==> src/rtl/sprites_pkg.sv <==
// Shared types and constants for the sprite pixel pipeline.
// The per-pixel record carried through the shifter lives here so the
// merge cell and the shifter agree on field layout.
package sprites_pkg;

   // Pixels per sprite tile row; the shifter is built around this width.
   localparam int SPR_TILE_W  = 8;

   // Width of the OAM slot index carried with each pixel.
   localparam int SPR_INDEX_W = 4;

   // One resolved sprite pixel as held in a shifter slot.
   typedef struct packed {
      logic [1:0]             color;
      logic                   pal;
      logic                   prio;
      logic [2:0]             cgb_pal;
      logic [SPR_INDEX_W-1:0] index;
   } spr_pix_t;

   // An empty slot: colour 0 is transparent and every attribute is cleared.
   localparam spr_pix_t SPR_PIX_TRANSPARENT = '0;

   // Colour of pixel j of a tile row. Without flip, bit 7 is the leftmost
   // pixel; with flip the row is mirrored so bit 0 becomes the leftmost.
   function automatic logic [1:0] spr_tile_pixel(
      input logic [7:0] tile0,
      input logic [7:0] tile1,
      input logic       xflip,
      input logic [2:0] j
   );
      logic [2:0] bit_sel;
      bit_sel = xflip ? j : (3'd7 - j);
      return {tile1[bit_sel], tile0[bit_sel]};
   endfunction

endpackage

==> src/rtl/sprites_pixel_merge.sv <==
// Per-slot overlap resolver: decides whether an incoming sprite pixel
// replaces the pixel already held in a shifter slot. Purely combinational.
// conflict flags a slot where both pixels are opaque, whichever one wins.
module sprites_pixel_merge
   import sprites_pkg::*;
(
   input  logic     cgb_mode,
   input  logic     cand_en,
   input  spr_pix_t existing,
   input  spr_pix_t candidate,
   output spr_pix_t result,
   output logic     conflict
);

   logic cand_opaque;
   logic exist_opaque;

   assign cand_opaque  = cand_en && (candidate.color != 2'd0);
   assign exist_opaque = (existing.color != 2'd0);

   // Winner select: transparent candidates never write, empty slots always
   // accept, and between two opaque pixels only a strictly lower index in
   // CGB mode displaces the resident one (DMG keeps the earlier sprite).
   always_comb begin
      result   = existing;
      conflict = 1'b0;
      if (cand_opaque) begin
         if (!exist_opaque) begin
            result = candidate;
         end else begin
            conflict = 1'b1;
            if (cgb_mode && (candidate.index < existing.index)) begin
               result = candidate;
            end
         end
      end
   end

endmodule

==> src/rtl/sprites_pixel_shifter.sv <==
// Sprite pixel shifter: holds up to one tile width of pending sprite pixels,
// merges newly matched sprites into it with DMG or CGB overlap priority,
// and presents slot 0 to the BG/sprite mixer each pixel clock.
// Outputs come straight from slot-0 registers (no input-to-output path).
// Optional build macro SPRITES_PIXEL_SHIFTER_OVERRIDE_CNT_EN adds a
// saturating override_cnt output counting opaque-over-opaque overlaps.
module sprites_pixel_shifter
   import sprites_pkg::*;
#(
   parameter int SLOTS   = SPR_TILE_W,   // only the tile width is supported
   parameter int INDEX_W = SPR_INDEX_W   // must match the packed index field
)(
   input  logic               clk,
   input  logic               reset,
   input  logic               ce,
   input  logic               cgb_mode,
   input  logic               shift,
   input  logic               load,
   input  logic [2:0]         skip,
   input  logic [7:0]         tile0,
   input  logic [7:0]         tile1,
   input  logic               xflip,
   input  logic [INDEX_W-1:0] index_in,
   input  logic               pal_in,
   input  logic               prio_in,
   input  logic [2:0]         cgb_pal_in,
   output logic [1:0]         pix_color,
   output logic               pix_pal,
   output logic               pix_prio,
   output logic [2:0]         pix_cgb_pal,
   output logic [INDEX_W-1:0] pix_index,
   output logic               pix_valid
`ifdef SPRITES_PIXEL_SHIFTER_OVERRIDE_CNT_EN
   ,
   output logic [7:0]         override_cnt
`endif
);

   // Slot state and the intermediate arrays of the shift/place/merge path.
   spr_pix_t   slot_reg     [SLOTS];
   spr_pix_t   slot_next    [SLOTS];
   spr_pix_t   shifted      [SLOTS];
   spr_pix_t   candidate    [SLOTS];
   logic       cand_en      [SLOTS];
   logic [3:0] src_idx      [SLOTS];
   logic       conflict     [SLOTS];
   logic [1:0] tile_color   [SPR_TILE_W];

   genvar gi;

   // Unpack the incoming tile row into per-pixel colours, honouring xflip.
   generate
      for (gi = 0; gi < SPR_TILE_W; gi++) begin : g_unpack
         assign tile_color[gi] = spr_tile_pixel(tile0, tile1, xflip, 3'(gi));
      end
   endgenerate

   // Advance the array by one pixel when shift is set; the far end refills
   // with a transparent slot.
   generate
      for (gi = 0; gi < SLOTS; gi++) begin : g_shift
         if (gi == SLOTS - 1) begin : g_last
            assign shifted[gi] = shift ? SPR_PIX_TRANSPARENT : slot_reg[gi];
         end else begin : g_mid
            assign shifted[gi] = shift ? slot_reg[gi+1] : slot_reg[gi];
         end
      end
   endgenerate

   // Place the tile: slot k receives pixel k+skip. Pixels shifted past the
   // right end of the tile (k+skip >= tile width) do not exist, so the
   // trailing skip slots get no candidate.
   generate
      for (gi = 0; gi < SLOTS; gi++) begin : g_place
         assign src_idx[gi] = 4'(gi) + {1'b0, skip};
         assign cand_en[gi] = load && (src_idx[gi] < 4'(SPR_TILE_W));

         // Build the candidate record for this slot from the sprite attributes.
         always_comb begin
            candidate[gi]         = SPR_PIX_TRANSPARENT;
            candidate[gi].pal     = pal_in;
            candidate[gi].prio    = prio_in;
            candidate[gi].cgb_pal = cgb_pal_in;
            candidate[gi].index   = index_in;
            if (cand_en[gi]) begin
               candidate[gi].color = tile_color[src_idx[gi][2:0]];
            end
         end
      end
   endgenerate

   // One overlap resolver per slot, working on the post-shift array.
   generate
      for (gi = 0; gi < SLOTS; gi++) begin : g_merge
         sprites_pixel_merge u_merge (
            .cgb_mode  (cgb_mode),
            .cand_en   (cand_en[gi]),
            .existing  (shifted[gi]),
            .candidate (candidate[gi]),
            .result    (slot_next[gi]),
            .conflict  (conflict[gi])
         );
      end
   endgenerate

   // Slot registers: reset clears everything, otherwise update only on ce.
   always_ff @(posedge clk) begin
      if (reset) begin
         for (int k = 0; k < SLOTS; k++) begin
            slot_reg[k] <= SPR_PIX_TRANSPARENT;
         end
      end else if (ce) begin
         for (int k = 0; k < SLOTS; k++) begin
            slot_reg[k] <= slot_next[k];
         end
      end
   end

   // Present slot 0 to the mixer.
   assign pix_color   = slot_reg[0].color;
   assign pix_pal     = slot_reg[0].pal;
   assign pix_prio    = slot_reg[0].prio;
   assign pix_cgb_pal = slot_reg[0].cgb_pal;
   assign pix_index   = slot_reg[0].index;
   assign pix_valid   = (slot_reg[0].color != 2'd0);

`ifdef SPRITES_PIXEL_SHIFTER_OVERRIDE_CNT_EN
   logic [7:0] override_cnt_reg;
   logic [7:0] override_cnt_next;
   logic [3:0] conflict_pop;
   logic [8:0] override_sum;

   // Count overlapping slots this cycle and add them with saturation at 255.
   always_comb begin
      conflict_pop = 4'd0;
      for (int k = 0; k < SLOTS; k++) begin
         conflict_pop = conflict_pop + {3'd0, conflict[k]};
      end
      override_sum      = {1'b0, override_cnt_reg} + {5'd0, conflict_pop};
      override_cnt_next = override_sum[8] ? 8'hFF : override_sum[7:0];
   end

   // Overlap counter register, gated by ce like the slots.
   always_ff @(posedge clk) begin
      if (reset) begin
         override_cnt_reg <= 8'd0;
      end else if (ce) begin
         override_cnt_reg <= override_cnt_next;
      end
   end

   assign override_cnt = override_cnt_reg;
`else
   // Without the counter the per-slot conflict flags have no consumer.
   logic conflict_unused;

   // Fold the unused conflict flags so they are visibly terminated.
   always_comb begin
      conflict_unused = 1'b0;
      for (int k = 0; k < SLOTS; k++) begin
         conflict_unused = conflict_unused | conflict[k];
      end
   end
`endif

endmodule
==> config.mk <==
export PLATFORM = sky130hd
export DESIGN_NAME = sprites_pixel_shifter
export DESIGN_NICKNAME = d
export VERILOG_FILES = /design/src/rtl/sprites_pkg.sv /design/src/rtl/sprites_pixel_merge.sv /design/src/rtl/sprites_pixel_shifter.sv
export SDC_FILE = /design/constraint.sdc
export NUM_CORES = 1
export LEC_CHECK = 0
export BUFFER_PORTS_ARGS = -buffer_cell sky130_fd_sc_hd__buf_2
export CAP_MARGIN = 40
export CORE_MARGIN = 5
export CORE_UTILIZATION = 45
export CTS_CLUSTER_SIZE = 14
export DETAILED_ROUTE_END_ITERATION = 7
export HOLD_SLACK_MARGIN = 0.02
export RECOVER_POWER = 25
export SYNTH_ARGS = -nofsm -noshare
export SYNTH_HDL_FRONTEND = slang
export SYNTH_SLANG_ARGS = --single-unit
==> constraint.sdc <==
create_clock -name clk -period 8.4 [get_ports clk]
set_input_delay 0.42 -clock clk [delete_from_list [all_inputs] [get_ports clk]]
set_output_delay 0.42 -clock clk [all_outputs]
set_load 0.005 [all_outputs]
======== Yosys cells after proc, flatten, opt, wreduce, memory -nomap -nowiden ========
Memory sizes are Yosys's and may differ from the RTL's.
Cells that the tools add are included.
word-level totals
  register bits ........................... 0
  bits in writable memories ............... 88
  bits of input ports ..................... 35
  output and inout bits ................... 12
  memories ................................ 1
cells by class
  add/sub/neg operators ................... 7
  magnitude comparators ................... 32
  mux-type cells .......................... 117
  bitwise operators ....................... 16
  reduce and logical (&&, ||, !) cells .... 41
memories
  memory    words  bits a word  rd ports  clocked after Yosys merged registers in  write ports  RTL line                     RTL
  slot_reg  8      11           8         0                                        8            sprites_pixel_shifter.sv:40  spr_pix_t slot_reg [SLOTS];
operators with widths
  operator                                                              number
  11-bit two-way mux                                                    40
  1-bit binary-select mux with 3-bit select                             16
  2-bit binary-select mux with 3-bit select                             8
  2-bit two-way mux                                                     24
  3-bit by 4-bit < comparator with 1-bit output, second input constant  9
  2-bit nonzero test                                                    17
  4-bit greater-or-equal comparator, second input constant              8
  4-bit < comparator                                                    8
  3-bit NOT with 4-bit output                                           8
  4-bit < comparator, second input constant                             7
  1-bit logical AND                                                     24
  3-bit two-way mux                                                     8
  1-bit two-way mux                                                     21
  3-bit by 3-bit adder with 4-bit output, first input constant          4
  2-bit by 3-bit adder with 4-bit output, first input constant          2
  1-bit bitwise OR                                                      8
  1-bit by 3-bit adder with 4-bit output, first input constant          1

======== Longest topological paths before layout ========
  word-level depth ........................ 11
  depth in mapped cells ................... 14
  depth with buffers taken out ............ 8

======== By module ========
Synthesis repeated with hierarchy kept, for this count alone.
second synthesis, totals
  cell total of the unflattened synthesis .. 659
  area total of the unflattened synthesis .. 7753.7 sq um
modules (own cells, without submodules)
  module                 instances  cells each  area an instance (sq um)  sequential area each (sq um)
  sprites_pixel_shifter  1          411         5671.7                    2642.5
  sprites_pixel_merge    8          31          260.2                     0.0

======== Worst setup path after synthesis ========
Ideal clock, no wire load.
  path kind ............................... input port to flip-flop
  start ................................... input shift
  end ..................................... memory slot_reg[0][22] (netlist bit) (data pin)
  library setup time ...................... 0.260 ns
  arrival time ............................ 3.414 ns
  required time ........................... 8.140 ns
  setup slack ............................. 4.726 ns
  stages .................................. 12
  buffers on the path ..................... 5
  cells stage by stage .................... buf_2 -> buf_2 -> buf_2 -> buf_2 -> buf_2 -> mux2i_1 -> ha_1 -> nand2_1 -> a21oi_1 -> a2111oi_1 -> o22ai_4 -> mux2_2
RTL lines
  item             RTL line                     RTL
  start, declared  sprites_pixel_shifter.sv:17  input logic shift,
  end, declared    sprites_pixel_shifter.sv:40

==> impl_metrics.py <==
metrics = {
    "outcome": {
        "outcome": "finished with violations",
        "violations": "capacitance limit, slew limit",
    },
    "global_routing": {
        "antenna_found_initial": 0,
        "grt_use_total_pct": 17.9,
        "grt_max_degree": 67,
        "overflow": 0,
        "grt_pass1_vias": 5134,
        "grt_pass1_wl_um": 26800,
    },
    "routing": {
        "wire_per_inst_um": 18.5,
        "ant_nets": 0,
        "drt_wl_total_um": 16900,
        "num_vias": 5388,
        "drt-pass1-iter-count": 5,
        "drt_iter0_drc": 392,
        "vias_per_cell": 5.88,
        "drcViolationCount": 0,
    },
    "worst_setup_path": {
        "worstPathRequired_ps": 8270,
        "cp_max_fo": 66,
        "path_common_cell": "clkbuf_1",
        "path_buf_inv": 3,
        "path_delay_family": "buffers and inverters",
        "slowest_stage": "clkbuf_1",
        "crit_arrival_ps": 5410,
        "slowest_delay_ps": 2650,
        "crit_chain": "clkbuf_1 -> or2_0 -> clkbuf_1 -> clkbuf_1",
        "reg2reg_slack_ps": 5490,
        "worst_setup_path_end_kind": "flop",
        "criticalPathCategory": "in2reg",
        "startpoint_type": "input port",
    },
    "timing": {
        "worst_slack_ps": 2860,
        "finClkSkew_ps": 13.7,
        "finalSetupTns_ps": 0,
        "timing.fmax_mhz": 181,
        "tightest_slew_ps": 3710,
        "fin_crit_ps": 5540,
        "relSlewSlack_pct": -148,
        "fin_crit_sh_pct": 65.9,
        "rsz0062_at_grt": "false",
        "setup_viol": 0,
        "finalMaxSlewViolations": 67,
        "hold_viol_final": 0,
    },
    "synth": {
        "synth_compound_area_share_pct": 11.6,
        "synth-edff-count": 88,
        "synth_top_cell_area_share_pct": 35.9,
        "ys_ff_latch": 88,
        "synth_top_family_by_area": "multiplexers",
        "syn_nets": 744,
        "ys.flop_type": "edfxtp_1",
        "yosys.area_share.adder_pct": 5.10,
        "synth_area_leaders": "edfxtp_1 (36%), mux2i_1 (14%), mux2_2 (8.1%)",
        "synthTopCellsByCount": "mux2i_1 (103), edfxtp_1 (88), nand2_1 (58), nor2_1 (58), mux2_2 (53)",
        "yosys_warnings": 0,
        "netlist_instances": 679,
        "syn_area_sq_mm": 0.00736,
        "ys_seq_area_share_pct": 35.9,
        "synth_area_per_cell_sq_um": 10.8,
        "netlist-cell-type-count": 66,
        "yosys.area_share.simple_pct": 13.2,
        "synth_xor_xnor_area_share_pct": 0.357,
        "synth_top_cell_by_area": "edfxtp_1",
        "synth_async_sr_flop_share_pct": 0,
        "muxShareOfSynthArea_pct": 28.6,
        "synth.most_common_cell": "mux2i_1",
    },
    "clock_tree": {
        "cts_hold_buf": 0,
        "htreeDepth": 3,
        "cts_sinks": 88,
        "clockBufferDepth": 2,
        "post_cts_buffers": 0,
        "clk_pin_slew_ps": 70,
        "cts_resized": 0,
        "cts_tree": "built",
        "root_buffer": "clkbuf_16",
        "cts_buffers": 9,
        "clkLatencyLatePin_ps": 350,
    },
    "die": {
        "initial_utilization_pct": 46.2,
        "core_area_sq_mm": 0.0159,
        "rows": 46,
        "dieArea_sq_mm": 0.0190,
        "num_io_pins": 47,
        "fp.dieH_um": 138,
        "die_w_um": 138,
    },
    "power_and_ir_drop": {
        "power.leakage_uw": 0.00325,
        "power_density_mw_per_mm2": 166,
        "ir_drop_v": 0.0000997,
    },
    "finish": {
        "largest_reg_flops": 88,
        "antenna_cells": 0,
        "fin_nets": 760,
        "drive_gt1_share_pct": 19.9,
        "fin_area_sq_mm": 0.00791,
        "instances_no_fill": 916,
        "area.growth.synth_to_final_pct": 7.41,
    },
    "placed_design": {
        "preCtsSetupSlack_ps": 4080,
        "hpwl_um": 12100,
        "placedCellCount": 900,
        "finalWeightedCongestion": 0.848,
        "post_dp_cell_area_sq_mm": 0.00763,
        "numPortBuffers": 46,
    },
    "hold_path": {
        "hold_class": "in2reg",
    },
    "flow_run": {
        "drv_cap": 1,
    },
}
==> final cells by class <==
type,count,area [sq um]
clock buffer,10,229
inverter,18,67.6
tap,216,270
fill,1456,8040
clock inverter,6,92.6
timing repair buffer,53,263
sequential,88,2640
multi-input combinational,525,4340
==> through the flow <==
stage	hold slack [ps]	power [uW]	util [%]
3_5_place_dp	659	876	47.8
3_3_place_gp	645	864	47.6
4_1_cts	429	1320	49.9
6_report	447	1310	49.6
5_1_grt	447	1370	49.6
2_1_floorplan	622	798	-
==> final timing paths <==
| kind | to | startpoint | cells past startpoint |
|---|---|---|---|
| worst min register to register | slot_reg[0][29] | slot_reg[0][29] | 2 |
| worst min-delay path | slot_reg[0][48] | cgb_pal_in[0] | 3 |
| worst max-delay path | slot_reg[0][10] | reset | 4 |
| worst max register to register | slot_reg[0][47] | slot_reg[0][56] | 8 |
==> tightest hold or removal path, delay by kind of cell <==
family	cells	cell delay, ps
muxes	1	70
and+or+nand+nor	1	80
buffers and inverters	1	110
==> cell usage in the layout, fill, tap and decap left out, types with 3 or more instances in the layout <==
cell,instances
mux2_2,53
a21oi_1,23
o211ai_1,17
clkbuf_16,9
o21ai_0,21
or3_1,7
and2_1,4
a211o_1,11
a211oi_1,6
nor2_1,58
buf_2,36
nor3_1,5
a22oi_1,6
mux4_1,11
nand2b_1,25
nor3b_1,4
mux2i_1,103
or2_2,9
nand3_1,7
nand2_1,58
nor2b_1,6
clkbuf_1,13
a21o_1,4
a31oi_1,3
edfxtp_1,88
or3b_2,3
inv_1,17
mux4_2,8
buf_4,5
ha_1,30
==> report_power, final <==
group	total, uW	internal, uW	switching [uW]	leakage (uW)
clock network	445	263	181	0.000155
registers	553	530	22.9	0.000973
logic	314	135	179	0.00213
total	1310	928	383	0.00325
==> cells by family (layout without fill, tap and decap cells) <==
logic type,count (synthesis),in the layout
buffers and inverters,66,87
adder cells (fa/ha/maj),30,30
AO/OA/AOI/OAI,119,119
multiplexers,176,176
XOR/XNOR,3,3
flip-flops,88,88
AND/OR/NAND/NOR,197,197
==> per-layer routing <==
metal	global-route usage, %	vias to the layer above	part of all wire (%)	routed length (um)
li1	-	2605	-	-
met1	26.1	2643	50	8460
met2	28.3	127	45	7670
met3	2.29	13	3.8	650
met4	4.56	0	0.97	165
met5	0	-	0	0
No activity file was read; power rests on OpenSTA's default activity.
